$ cat src/rtl/uart_csr_bridge.sv
// UART command-frame to CSR-bus initiator with CRC-8 framing and timeout.
// Optional BRIDGE_TX_CRC_EN appends a CRC-8 byte to every response.
module uart_csr_bridge #(
  parameter int ADDR_W      = 8,
  parameter int TIMEOUT_CYC = 100000
) (
  input  logic              clk,
  input  logic              rst_n,
  input  logic              rx_valid,
  input  logic [7:0]        rx_data,
  output logic [7:0]        tx_data,
  output logic              tx_valid,
  input  logic              tx_ready,
  input  logic              crc_en,
  output logic              csr_wen,
  output logic              csr_ren,
  output logic [ADDR_W-1:0] csr_addr,
  output logic [31:0]       csr_wdata,
  input  logic [31:0]       csr_rdata,
  output logic              rx_crc_error,
  output logic              rx_illegal_cmd,
  output logic              busy
);

  typedef enum logic [2:0] {
    S_IDLE,
    S_ADDR,
    S_DATA,
    S_CRC,
    S_EXEC,
    S_RESP
  } state_t;

  typedef enum logic [1:0] {
    K_ACK,
    K_NAK,
    K_RD
  } kind_t;

  localparam logic [7:0]  OP_WR   = 8'h01;
  localparam logic [7:0]  OP_RD   = 8'h02;
  localparam logic [31:0] TO_LAST = 32'(TIMEOUT_CYC - 1);

  function automatic logic [7:0] f_crc8(
    input logic [7:0] c,
    input logic [7:0] d
  );
    logic [7:0] x;
    x = c ^ d;
    for (int i = 0; i < 8; i++) begin
      x = x[7] ? ({x[6:0], 1'b0} ^ 8'h07)
               : {x[6:0], 1'b0};
    end
    return x;
  endfunction

  state_t              r_state;
  state_t              w_nxt;
  kind_t               r_kind;
  logic                r_is_wr;
  logic                r_crc_on;
  logic [7:0]          r_crc;
  logic [1:0]          r_cnt;
  logic [31:0]         r_to;
  logic [ADDR_W-1:0]   r_addr;
  logic [31:0]         r_wdata;
  logic [31:0]         r_rdata;
  logic [2:0]          r_idx;
  logic                r_ill;
  logic                r_crc_err;

  logic                w_op_ok;
  logic                w_to_hit;
  logic                w_ill;
  logic                w_crc_bad;
  logic                w_last;
  logic [2:0]          w_last_idx;
  logic [7:0]          w_pay;
  logic [7:0]          w_byte;

  assign w_op_ok  = (rx_data == OP_WR) || (rx_data == OP_RD);
  assign w_to_hit = (TIMEOUT_CYC != 0) && (r_to == TO_LAST);

`ifdef BRIDGE_TX_CRC_EN
  logic [7:0] r_tx_crc;
  assign w_last_idx = (r_kind == K_RD) ? 3'd5 : 3'd1;
`else
  assign w_last_idx = (r_kind == K_RD) ? 3'd4 : 3'd0;
`endif

  assign w_last = (r_idx == w_last_idx);

  always_comb begin
    w_nxt     = r_state;
    w_ill     = 1'b0;
    w_crc_bad = 1'b0;
    unique case (r_state)
      S_IDLE: begin
        if (rx_valid) begin
          if (w_op_ok) w_nxt = S_ADDR;
          else         w_ill = 1'b1;
        end
      end
      S_ADDR: begin
        if (rx_valid) begin
          if (r_is_wr)       w_nxt = S_DATA;
          else if (r_crc_on) w_nxt = S_CRC;
          else               w_nxt = S_EXEC;
        end else if (w_to_hit) begin
          w_ill = 1'b1;
          w_nxt = S_IDLE;
        end
      end
      S_DATA: begin
        if (rx_valid) begin
          if (r_cnt == 2'd3)
            w_nxt = r_crc_on ? S_CRC : S_EXEC;
        end else if (w_to_hit) begin
          w_ill = 1'b1;
          w_nxt = S_IDLE;
        end
      end
      S_CRC: begin
        if (rx_valid) begin
          if (rx_data == r_crc) begin
            w_nxt = S_EXEC;
          end else begin
            w_crc_bad = 1'b1;
            w_nxt     = S_RESP;
          end
        end else if (w_to_hit) begin
          w_ill = 1'b1;
          w_nxt = S_IDLE;
        end
      end
      S_EXEC: begin
        w_ill = rx_valid;
        w_nxt = S_RESP;
      end
      S_RESP: begin
        w_ill = rx_valid;
        if (tx_ready && w_last) w_nxt = S_IDLE;
      end
      default: w_nxt = S_IDLE;
    endcase
  end

  always_comb begin
    w_pay = 8'h00;
    unique case (r_idx)
      3'd0: begin
        unique case (1'b1)
          (r_kind == K_ACK): w_pay = 8'hAC;
          (r_kind == K_NAK): w_pay = 8'hEE;
          default:           w_pay = 8'hAD;
        endcase
      end
      3'd1:    w_pay = r_rdata[7:0];
      3'd2:    w_pay = r_rdata[15:8];
      3'd3:    w_pay = r_rdata[23:16];
      3'd4:    w_pay = r_rdata[31:24];
      default: w_pay = 8'h00;
    endcase
  end

`ifdef BRIDGE_TX_CRC_EN
  assign w_byte = w_last ? r_tx_crc : w_pay;
`else
  assign w_byte = w_pay;
`endif

  always_ff @(posedge clk or negedge rst_n) begin
    if (!rst_n) begin
      r_state   <= S_IDLE;
      r_kind    <= K_ACK;
      r_is_wr   <= 1'b0;
      r_crc_on  <= 1'b0;
      r_crc     <= 8'h00;
      r_cnt     <= 2'd0;
      r_to      <= 32'd0;
      r_addr    <= '0;
      r_wdata   <= 32'd0;
      r_rdata   <= 32'd0;
      r_idx     <= 3'd0;
      r_ill     <= 1'b0;
      r_crc_err <= 1'b0;
    end else begin
      r_state   <= w_nxt;
      r_ill     <= w_ill;
      r_crc_err <= w_crc_bad;
      if (r_state inside {S_ADDR, S_DATA, S_CRC} && !rx_valid)
        r_to <= r_to + 32'd1;
      else
        r_to <= 32'd0;
      if (r_state != S_RESP)
        r_idx <= 3'd0;
      case (r_state)
        S_IDLE: begin
          r_crc <= 8'h00;
          if (rx_valid && w_op_ok) begin
            r_is_wr  <= (rx_data == OP_WR);
            r_crc_on <= crc_en;
            r_crc    <= f_crc8(8'h00, rx_data);
            r_cnt    <= 2'd0;
          end
        end
        S_ADDR: begin
          if (rx_valid) begin
            r_addr <= ADDR_W'(rx_data);
            r_crc  <= f_crc8(r_crc, rx_data);
            r_kind <= r_is_wr ? K_ACK : K_RD;
          end
        end
        S_DATA: begin
          if (rx_valid) begin
            r_wdata[{r_cnt, 3'b000} +: 8] <= rx_data;
            r_crc <= f_crc8(r_crc, rx_data);
            r_cnt <= r_cnt + 2'd1;
          end
        end
        S_CRC: begin
          if (rx_valid && (rx_data != r_crc))
            r_kind <= K_NAK;
        end
        S_EXEC: begin
          if (!r_is_wr) r_rdata <= csr_rdata;
        end
        S_RESP: begin
          if (tx_ready) r_idx <= r_idx + 3'd1;
        end
        default: ;
      endcase
    end
  end

`ifdef BRIDGE_TX_CRC_EN
  // Running CRC over the bytes already handed to the transmitter.
  always_ff @(posedge clk or negedge rst_n) begin
    if (!rst_n)
      r_tx_crc <= 8'h00;
    else if (r_state != S_RESP)
      r_tx_crc <= 8'h00;
    else if (tx_ready)
      r_tx_crc <= f_crc8(r_tx_crc, w_pay);
  end
`endif

  assign tx_valid       = (r_state == S_RESP);
  assign tx_data        = tx_valid ? w_byte : 8'h00;
  assign csr_wen        = (r_state == S_EXEC) && r_is_wr;
  assign csr_ren        = (r_state == S_EXEC) && !r_is_wr;
  assign csr_addr       = r_addr;
  assign csr_wdata      = r_wdata;
  assign rx_crc_error   = r_crc_err;
  assign rx_illegal_cmd = r_ill;
  assign busy           = (r_state != S_IDLE);

endmodule

$ cat config.mk
export PLATFORM = sky130hd
export DESIGN_NAME = uart_csr_bridge
export DESIGN_NICKNAME = d
export VERILOG_FILES = /design/src/rtl/uart_csr_bridge.sv
export SDC_FILE = /design/constraint.sdc
export NUM_CORES = 1
export LEC_CHECK = 0
export CAP_MARGIN = 15
export CORE_ASPECT_RATIO = 1.25
export CORE_UTILIZATION = 50
export CTS_BUF_LIST = sky130_fd_sc_hd__clkbuf_8
export DETAILED_ROUTE_END_ITERATION = 8
export HOLD_SLACK_MARGIN = 0.05
export PLACE_DENSITY = 0.86
export SYNTH_ARGS = -nofsm -noshare
export SYNTH_HDL_FRONTEND = slang
export SYNTH_SLANG_ARGS = --single-unit
$ cat constraint.sdc
create_clock -name clk -period 2.6 [get_ports clk]
set_input_delay 0.26 -clock clk [delete_from_list [all_inputs] [get_ports clk]]
set_output_delay 0.26 -clock clk [all_outputs]
set_load 0.1 [all_outputs]
==> results of run 1 <==
-- state kept, by name, indices dropped and copies added, names as in the netlist, 2 cells and up --
name       count
csr_wdata     32
r_rdata       32
r_to          32
csr_addr       8
r_crc          8
r_idx          3
r_state        3
r_cnt          2
r_kind         2
-- Yosys cell counts (all sizes together), types with 5 or more instances --
master,n,area [um^2]
a21oi,10,50.1
a221oi,5,43.8
a22oi,7,52.6
a31oi,8,50.1
and4,7,61.3
buf,16,100
clkbuf,22,82.6
dfrtp,126,3150
ha,18,225
inv,28,105
mux2,37,417
nand2,99,372
nand3,19,100
nand4,5,31.3
nor2,48,193
nor2b,6,37.5
nor3,17,135
nor4,9,81.3
o21ai,54,270
or3,8,50.1
xnor2,50,445
xor2,11,104
-- power breakdown --
group | total, mW | switching (mW) | internal (mW)
logic | 3.16 | 1.91 | 1.25
clock network | 1.73 | 0.834 | 0.893
registers | 2.69 | 0.303 | 2.39
-- stage by stage --
step | instances | setup slack [ps]
2_1_floorplan | 655 | -93.7
3_3_place_gp | 910 | 183
3_5_place_dp | 910 | 127
4_1_cts | 943 | 16.8
5_1_grt | 943 | -24.9
6_report | 943 | 84.3
-- cell type report --
| type | count | share of cell area, % |
|---|---|---|
| Clock buffer | 18 | 2.99 |
| Clock inverter | 14 | 1.88 |
| Inverter | 29 | 1.36 |
| Multi-Input combinational cell | 462 | 38.6 |
| Sequential cell | 126 | 38.0 |
| Tap cell | 168 | 2.53 |
| Timing Repair Buffer | 126 | 14.6 |
-- cells by family (layout without fill, tap and decap cells) --
family / after synthesis / after routing / synth area share, %
adder cells (fa/ha/maj): 18 / 18 / 3.45
XOR/XNOR: 61 / 61 / 8.42
multiplexers: 39 / 39 / 6.69
AND/OR/NAND/NOR: 234 / 234 / 18.0
buffers and inverters: 67 / 187 / 4.47
AO/OA/AOI/OAI: 110 / 110 / 10.6
flip-flops: 126 / 126 / 48.3
-- worst max-delay path: cells and delay by family (launching register included) --
family	cells	cell delay [ps]
flip-flops	1	500
adder cells (fa/ha/maj)	1	310
AO/OA/AOI/OAI	2	420
buffers and inverters	3	580
-- how the worst max path moves through the flow --
stage,startpoint,cells after the start,end
2_1_floorplan,r_state[1],6,tx_data[0]
6_report,r_idx[2],6,tx_data[0]
3_3_place_gp,rx_data[7],8,r_state[0]
4_1_cts,r_idx[0],6,tx_data[1]
5_1_grt,r_idx[0],6,tx_data[1]
3_5_place_dp,rx_data[7],8,r_state[0]
-- layer usage --
layer / share of wire, % / track usage [%]
met4: 2.2 / 10.5
met2: 53 / 43.8
met1: 40 / 27.6
met3: 4.7 / 5.09
met5: 0 / 0
-- repair_timing --
item	4_1_cts	5_1_grt
endpoints found under the hold margin	49	0
resized for setup	4	3
hold buffers	1	0
endpoints found under the setup margin	8	8
==> impl_metrics.py, run 1 <==
metrics = {
    "yosys": {
        "synth-edff-count": 0,
        "synth_seq_cells": 126,
        "syn_nets": 718,
        "synth_area_um2": 6520,
        "ys_seq_area_share_pct": 48.3,
        "syn_avg_cell_area_um2": 9.96,
        "synth_flop_cell": "dfrtp_1",
        "async_flop_share_pct": 100,
        "synthCells": 655,
        "synth_cell_types": 64,
        "synth_warnings": 0,
    },
    "floorplanning": {
        "die_area_um2": 13500,
        "core-area_um2": 12700,
        "rows": 46,
        "top_level_ports": 99,
        "die_w_um": 104,
        "start_util_pct": 51.3,
        "die_h_um": 130,
    },
    "drt": {
        "wl_per_cell_um": 16.7,
        "ant_nets": 0,
        "wl_um": 15700,
        "drt_pass1_iterations": 6,
        "dr.first_iter.drc_count": 232,
        "vias_per_cell": 5.59,
        "drc_errors": 0,
        "vias": 5272,
    },
    "critical_path": {
        "critPathMaxStageDelay_ps": 500,
        "crit_chain": "inv_1 > ha_2 > o41ai_4 > buf_6 > a21oi_2 > buf_12",
        "worstPathRequired_ps": 2340,
        "r2r_start": "r_to[9]",
        "cp_slowest_cell": "dfrtp_2",
        "critPathMaxFanout": 9,
        "crit_arrival_ps": 2260,
        "worstRegToRegCells": 5,
        "r2r_setup_slack_ps": 460,
        "cp-end-kind": "output pin",
        "startpoint_type": "register",
        "rr_endpoint": "r_to[29]",
        "critPathKind": "register to output pin",
    },
    "timing": {
        "min_period_over_period_pct": 96.8,
        "max_freq_mhz": 398,
        "clock-skew-final_ps": 15.9,
        "finalHoldViolCount": 0,
        "tightestPinTransition_ps": 748,
        "period_minus_slack_ps": 2520,
        "tns_ps": 0,
        "slew_violations": 0,
        "relSlewSlack_pct": 50.2,
        "setup_viol": 0,
        "whs_ps": 379,
    },
    "clocking": {
        "clock_sinks": 126,
        "clk_pin_slew_ps": 80,
        "cts_setup_buffers": 0,
        "cts_tree": "built",
        "insertion_delay_ps": 440,
        "numCtsBuffers": 17,
        "ctsRootBufferMaster": "clkbuf_8",
        "clockBufferDepth": 2,
        "cts_max_level": 4,
    },
    "grt": {
        "grtUsageTotal_pct": 24.1,
        "grt_max_degree": 53,
        "antenna_found_initial": 0,
        "grt_pass1_vias": 5390,
        "overflow": 0,
        "grt_pass1_wl_um": 25700,
    },
    "cells_and_area": {
        "layout_commonest_cell": "dfrtp_1",
        "antenna_cells": 0,
        "fin_util_pct": 65.2,
        "final_cell_mix": "dfrtp_1 (125), nand2_1 (99), buf_4 (69), o21ai_0 (54), xnor2_1 (49)",
        "drive_above_1_share_pct": 24.5,
        "nNetsFinal": 825,
        "area_growth_pct": 27.2,
        "fillers": 943,
        "multi_input_area_um2": 3210,
        "final_area_um2": 8300,
        "regArea_um2": 3150,
    },
    "run": {
        "cap_violations": 0,
    },
    "min_path": {
        "hold_path_class": "primary input to asynchronous set/reset pin",
    },
    "status": {
        "run_status": "completed",
    },
    "place": {
        "gp_congestion": 0.898,
        "io_buffers": 98,
        "dpl-instance-area_um2": 7860,
        "place_hpwl_um": 11600,
    },
    "power_and_ir_drop": {
        "p_leak_nw": 3.42,
        "power_density_nw_per_um2": 913,
        "total_power_mw": 7.58,
        "max-vdd-ir-drop_mv": 0.703,
    },
}
Power figures use the tool's default switching activity.
==> run 2, diff against run 1 <==
Settings changed: REMOVE_ABC_BUFFERS set to 1.
==> run 2 against run 1 <==
Net effect:
- worst hold slack improved by 60 ps
- global-route usage decreased by 0.89 points
- first-iteration DRC count increased by 60%
- largest cell class is now registers
- core utilization decreased by 0.61 points
- largest power group unchanged
- combinational power decreased by 2%
- count of clock-buffer cells in the layout unchanged
- critical endpoint is now tx_data[6]
==> impl_metrics.py, run 2 (synthesis results as in run 1) <==
metrics = {
    "clocking": {
        "cts_tree": "built",
        "ctsRootBufferMaster": "clkbuf_8",
        "numCtsBuffers": 17,
        "clock_sinks": 126,
        "cts_max_level": 4,
        "insertion_delay_ps": 430,
        "clk_pin_slew_ps": 80,
        "clockBufferDepth": 2,
    },
    "timing": {
        "slew_violations": 0,
        "clock-skew-final_ps": 12.4,
        "period_minus_slack_ps": 2480,
        "tightestPinTransition_ps": 849,
        "min_period_over_period_pct": 95.3,
        "rsz0062_at_grt": "no",
        "max_freq_mhz": 404,
        "relSlewSlack_pct": 43.4,
        "finalHoldViolCount": 0,
        "tns_ps": 0,
        "finalWorstSetupSlack_ps": 122,
        "setup_viol": 0,
    },
    "cells_and_area": {
        "nNetsFinal": 828,
        "regArea_um2": 3160,
        "drive_above_1_share_pct": 23.8,
        "final_area_um2": 8220,
        "final_cell_mix": "dfrtp_1 (123), nand2_1 (99), buf_4 (73), o21ai_0 (54), xnor2_1 (49)",
        "layout_commonest_cell": "dfrtp_1",
        "fillers": 981,
        "area_growth_pct": 26.0,
        "antenna_cells": 0,
        "multi_input_area_um2": 3110,
    },
    "drt": {
        "drt_pass1_iterations": 5,
        "vias_per_cell": 5.46,
        "vias": 5165,
        "wl_met3_um": 674,
        "wl_per_cell_um": 15.9,
        "met2_length_um": 7940,
        "wl_um": 15000,
        "wl_met1_um": 6120,
        "drc_errors": 0,
        "maxUsedRoutingLayer": "met4",
        "ant_nets": 0,
        "dr.first_iter.drc_count": 372,
    },
    "power_and_ir_drop": {
        "power_density_nw_per_um2": 915,
        "max-vdd-ir-drop_mv": 0.610,
        "total_power_mw": 7.53,
        "p_leak_nw": 3.45,
    },
    "critical_path": {
        "critPathMaxFanout": 9,
        "cp-end-kind": "output pin",
        "worstPathRequired_ps": 2340,
        "critPathKind": "register to output pin",
        "r2r_setup_slack_ps": 470,
        "cp_slowest_cell": "dfrtp_1",
        "critPathMaxStageDelay_ps": 430,
        "startpoint_type": "register",
        "cp_top_family": "adder cells",
        "crit_chain": "ha_1 > ha_2 > o41ai_4 > buf_4 > a31oi_1 > buf_12",
        "crit_arrival_ps": 2220,
        "path_buf_inv": 2,
    },
    "grt": {
        "grt_max_degree": 65,
        "grt_pass1_wl_um": 24900,
        "antenna_found_initial": 0,
        "grt_pass1_vias": 5356,
        "grtUsageTotal_pct": 23.2,
        "overflow": 0,
    },
    "run": {
        "cap_violations": 0,
    },
    "floorplanning": {
        "die_w_um": 104,
        "rows": 46,
        "start_util_pct": 51.3,
        "core-area_um2": 12700,
        "top_level_ports": 99,
        "die_area_um2": 13500,
        "die_h_um": 130,
    },
    "place": {
        "dpl_worst_slack_ps": 197,
        "gp_congestion": 0.937,
        "dpl-instance-area_um2": 7750,
        "io_buffers": 98,
        "place_hpwl_um": 11100,
    },
    "status": {
        "run_status": "completed",
    },
    "min_path": {
        "hold_path_class": "primary input to register",
    },
}
-- run 2: cell count changes in the layout (fill, tap and decap cells not counted), sizes merged --
cell / previous run / this run
clkinv: 5 / 7
clkinvlp: 4 / 1
buf: 82 / 85
inv: 32 / 33
-- run 2: metal layers --
layer,track usage [%],up-vias
met1,26.9,2492
met4,9.92,0
met3,5.29,28
li1,-,2477
met5,0,-
met2,41.6,168
-- run 2: repair_timing --
item                                    4_1_cts  5_1_grt
setup buffers                                 0        3
cloned                                        0        0
endpoints found under the setup margin        8        8
hold endpoints to repair                     62        0
hold buffers                                  1        0
gates resized for setup                       3        5
-- run 2: where the power goes --
group          internal [mW]  total, mW  switching, mW  leakage (nW)
clock                  0.898       1.73          0.834         0.208
combinational           1.23       3.10           1.87          1.58
sequential              2.39       2.69          0.304          1.66
-- run 2: worst paths after layout --
path                               start  cells after the start     endpoint
max                             r_idx[0]                      6   tx_data[6]
min                        csr_rdata[30]                      2  r_rdata[30]
max reg2reg                      r_to[9]                      5     r_to[29]
min reg2reg                  csr_addr[0]                      2  csr_addr[0]
max in group asynchronous          rst_n                      3     r_cnt[1]
min in group asynchronous          rst_n                      2     r_crc[5]
-- run 2: per-stage QoR --
| stage | std cells | hold slack [ps] | utilization (%) |
|---|---|---|---|
| 6_report | 946 | 439 | 64.6 |
| 5_1_grt | 946 | 417 | 64.6 |
| 4_1_cts | 943 | 420 | 64.3 |
| 3_5_place_dp | 910 | 418 | 61.0 |
| 3_3_place_gp | 910 | 404 | 61.0 |
| 2_1_floorplan | 617 | -35.6 | - |
-- run 2: final cells by class --
type                       count  share of cell area (%)
clock buffer                  18                    3.01
clock inverter                14                    1.92
inverter                      29                    1.32
multi-input combinational    462                    37.8
sequential                   126                    38.4
tap                          168                    2.56
timing repair buffer         129                    14.9
==> run 3, diff against run 2 <==
Settings changed: CORE_ASPECT_RATIO 1.25 to 1.75, CORE_MARGIN set to 5, SLEW_MARGIN set to 20.
==> run 3 against run 2 <==
Net effect:
- clock power about the same
- non-clock buffer count increased by 1
- global-route usage decreased by 0.70 points
- maximum frequency decreased by 0.78%
- routed wire length increased by 9.7%
- die area increased by 15%
- combinational power increased by 2%
- highest routed layer unchanged
- worst hold slack got worse by 28 ps
- cell count increased by 0.42%
- core utilization decreased by 0.62 points
- via count increased by 2.5%
- count of clock-buffer cells in the layout decreased by 1
==> impl_metrics.py, run 3 (synthesis results as in run 1) <==
metrics = {
    "power_and_ir_drop": {
        "internal_power_mw": 4.35,
        "pwr-share-clk_pct": 22.5,
        "p_leak_nw": 3.45,
        "switchingPower_mw": 3.20,
        "power_density_nw_per_um2": 916,
        "total_power_mw": 7.55,
        "combPwrFrac_pct": 42.0,
        "swShare_pct": 42.3,
        "power_frac_seq_pct": 35.5,
        "max-vdd-ir-drop_mv": 0.726,
    },
    "grt": {
        "grtUsageTotal_pct": 22.5,
        "grt_pass1_wl_um": 27400,
        "overflow": 0,
        "grt_pass1_vias": 5594,
        "antenna_found_initial": 0,
        "grt_max_degree": 58,
    },
    "drt": {
        "vias_per_cell": 5.57,
        "wl_per_cell_um": 17.4,
        "ant_nets": 0,
        "drt_pass1_iterations": 5,
        "dr.first_iter.drc_count": 264,
        "vias": 5294,
        "drc_errors": 0,
        "wl_um": 16500,
    },
    "cells_and_area": {
        "fin_util_pct": 64.0,
        "layout_commonest_cell": "dfrtp_1",
        "area_growth_pct": 26.3,
        "antenna_cells": 0,
        "drive_above_1_share_pct": 24.4,
        "nNetsFinal": 829,
        "fillers": 1023,
        "final_cell_mix": "dfrtp_1 (125), nand2_1 (99), buf_4 (73), o21ai_0 (54), xnor2_1 (49)",
        "finalNonFillerCells": 950,
    },
    "critical_path": {
        "startpoint_type": "register",
        "critPathKind": "register to output pin",
        "crit_arrival_ps": 2240,
        "critPathMaxFanout": 9,
        "cp-end-kind": "output pin",
        "worstPathRequired_ps": 2340,
        "worstRegToRegCells": 5,
    },
    "timing": {
        "relSlewSlack_pct": 48.8,
        "finalHoldViolCount": 0,
        "max_freq_mhz": 400,
        "clock-skew-final_ps": 18.9,
        "setup_viol": 0,
        "rsz0062_at_grt": "yes",
        "tns_ps": 0,
        "min_period_over_period_pct": 96.1,
        "tightestPinTransition_ps": 768,
        "slew_violations": 0,
        "period_minus_slack_ps": 2500,
    },
    "clocking": {
        "numCtsBuffers": 17,
        "cts_tree": "built",
        "cts_setup_buffers": 0,
        "insertion_delay_ps": 450,
        "clockBufferDepth": 2,
        "clk_pin_slew_ps": 100,
        "clock_sinks": 126,
        "cts_max_level": 4,
        "ctsRootBufferMaster": "clkbuf_8",
    },
    "status": {
        "run_status": "completed",
    },
    "floorplanning": {
        "die_area_um2": 15500,
        "rows": 55,
        "top_level_ports": 99,
        "start_util_pct": 50.7,
        "core-area_um2": 12900,
        "die_w_um": 96.3,
        "die_h_um": 161,
    },
    "place": {
        "io_buffers": 98,
        "gp_congestion": 0.921,
        "place_hpwl_um": 12300,
        "dp_cells": 917,
    },
    "run": {
        "cap_violations": 0,
    },
    "min_path": {
        "hold_path_class": "primary input to asynchronous set/reset pin",
    },
}
## run 3: changes by cell type in the layout (fill, tap and decap cells not counted), sizes merged
| cell | before | now |
|---|---|---|
| inv | 33 | 41 |
| clkinv | 7 | 2 |
| bufinv | 2 | 0 |
| buf | 85 | 86 |
| clkbuf | 18 | 17 |
## run 3: final cells by class
type                            instances  area (um^2)  share of cell area [%]
Clock inverter                         15          156                    1.90
Inverter                               29          113                    1.37
Timing Repair Buffer                  130         1250                    15.2
Tap cell                              171          214                    2.60
Multi-Input combinational cell        462         3120                    37.8
Sequential cell                       126         3150                    38.3
Clock buffer                           17          234                    2.84
## run 3: layer usage
metal  part of all wire, %  wire [um]  vias to the layer above  global-route usage [%]
met5                     0          0                        -                       0
met4                   3.4        559                        0                    9.07
met3                   4.0        666                       47                    5.41
met2                    56       9280                      161                    41.1
met1                    36       5980                     2598                    24.0
li1                      -          -                     2488                       -
## run 3: final timing paths
check / start / endpoint / slack (ps)
min in group clk: csr_rdata[18] / r_rdata[18] / 430
worst max register to register: r_to[9] / r_to[29] / 470
worst max-delay path: r_idx[0] / tx_data[7] / 100
worst min register to register: csr_wdata[18] / csr_wdata[18] / 490
max in group asynchronous: rst_n / r_rdata[27] / 1430
worst min-delay path: rst_n / csr_addr[4] / 410
## run 3: what timing repair did
item                       CTS  global route
hold endpoints to repair    54             0
pin swaps                    0             0
resized for setup            2             8
hold buffers                 1             0
setup endpoints to repair    8             9
## run 3: stage by stage
stage	area, um^2	worst slack, ps	hold WS [ps]
2_1_floorplan	6340	-2220	-35.6
3_3_place_gp	7800	245	367
3_5_place_dp	7800	216	383
4_1_cts	8210	1.54	408
5_1_grt	8240	4.31	404
6_report	8240	103	411
## run 3: power by group through the flow
stage	logic (mW)	registers (mW)	clock network, mW
after global placement	3.09	2.68	0
after CTS	3.17	2.67	1.73
after global routing	3.40	2.73	1.83
final	3.17	2.68	1.70
after floorplan	1.78	3.12	0
after detailed placement	3.16	2.71	0
## run 3: worst max-delay path, cell delays in order (launching register included)
cell,delay (ps)
dfrtp_1,430
ha_1,230
ha_2,260
o41ai_2,390
buf_4,210
a31oi_1,70
buf_12,200
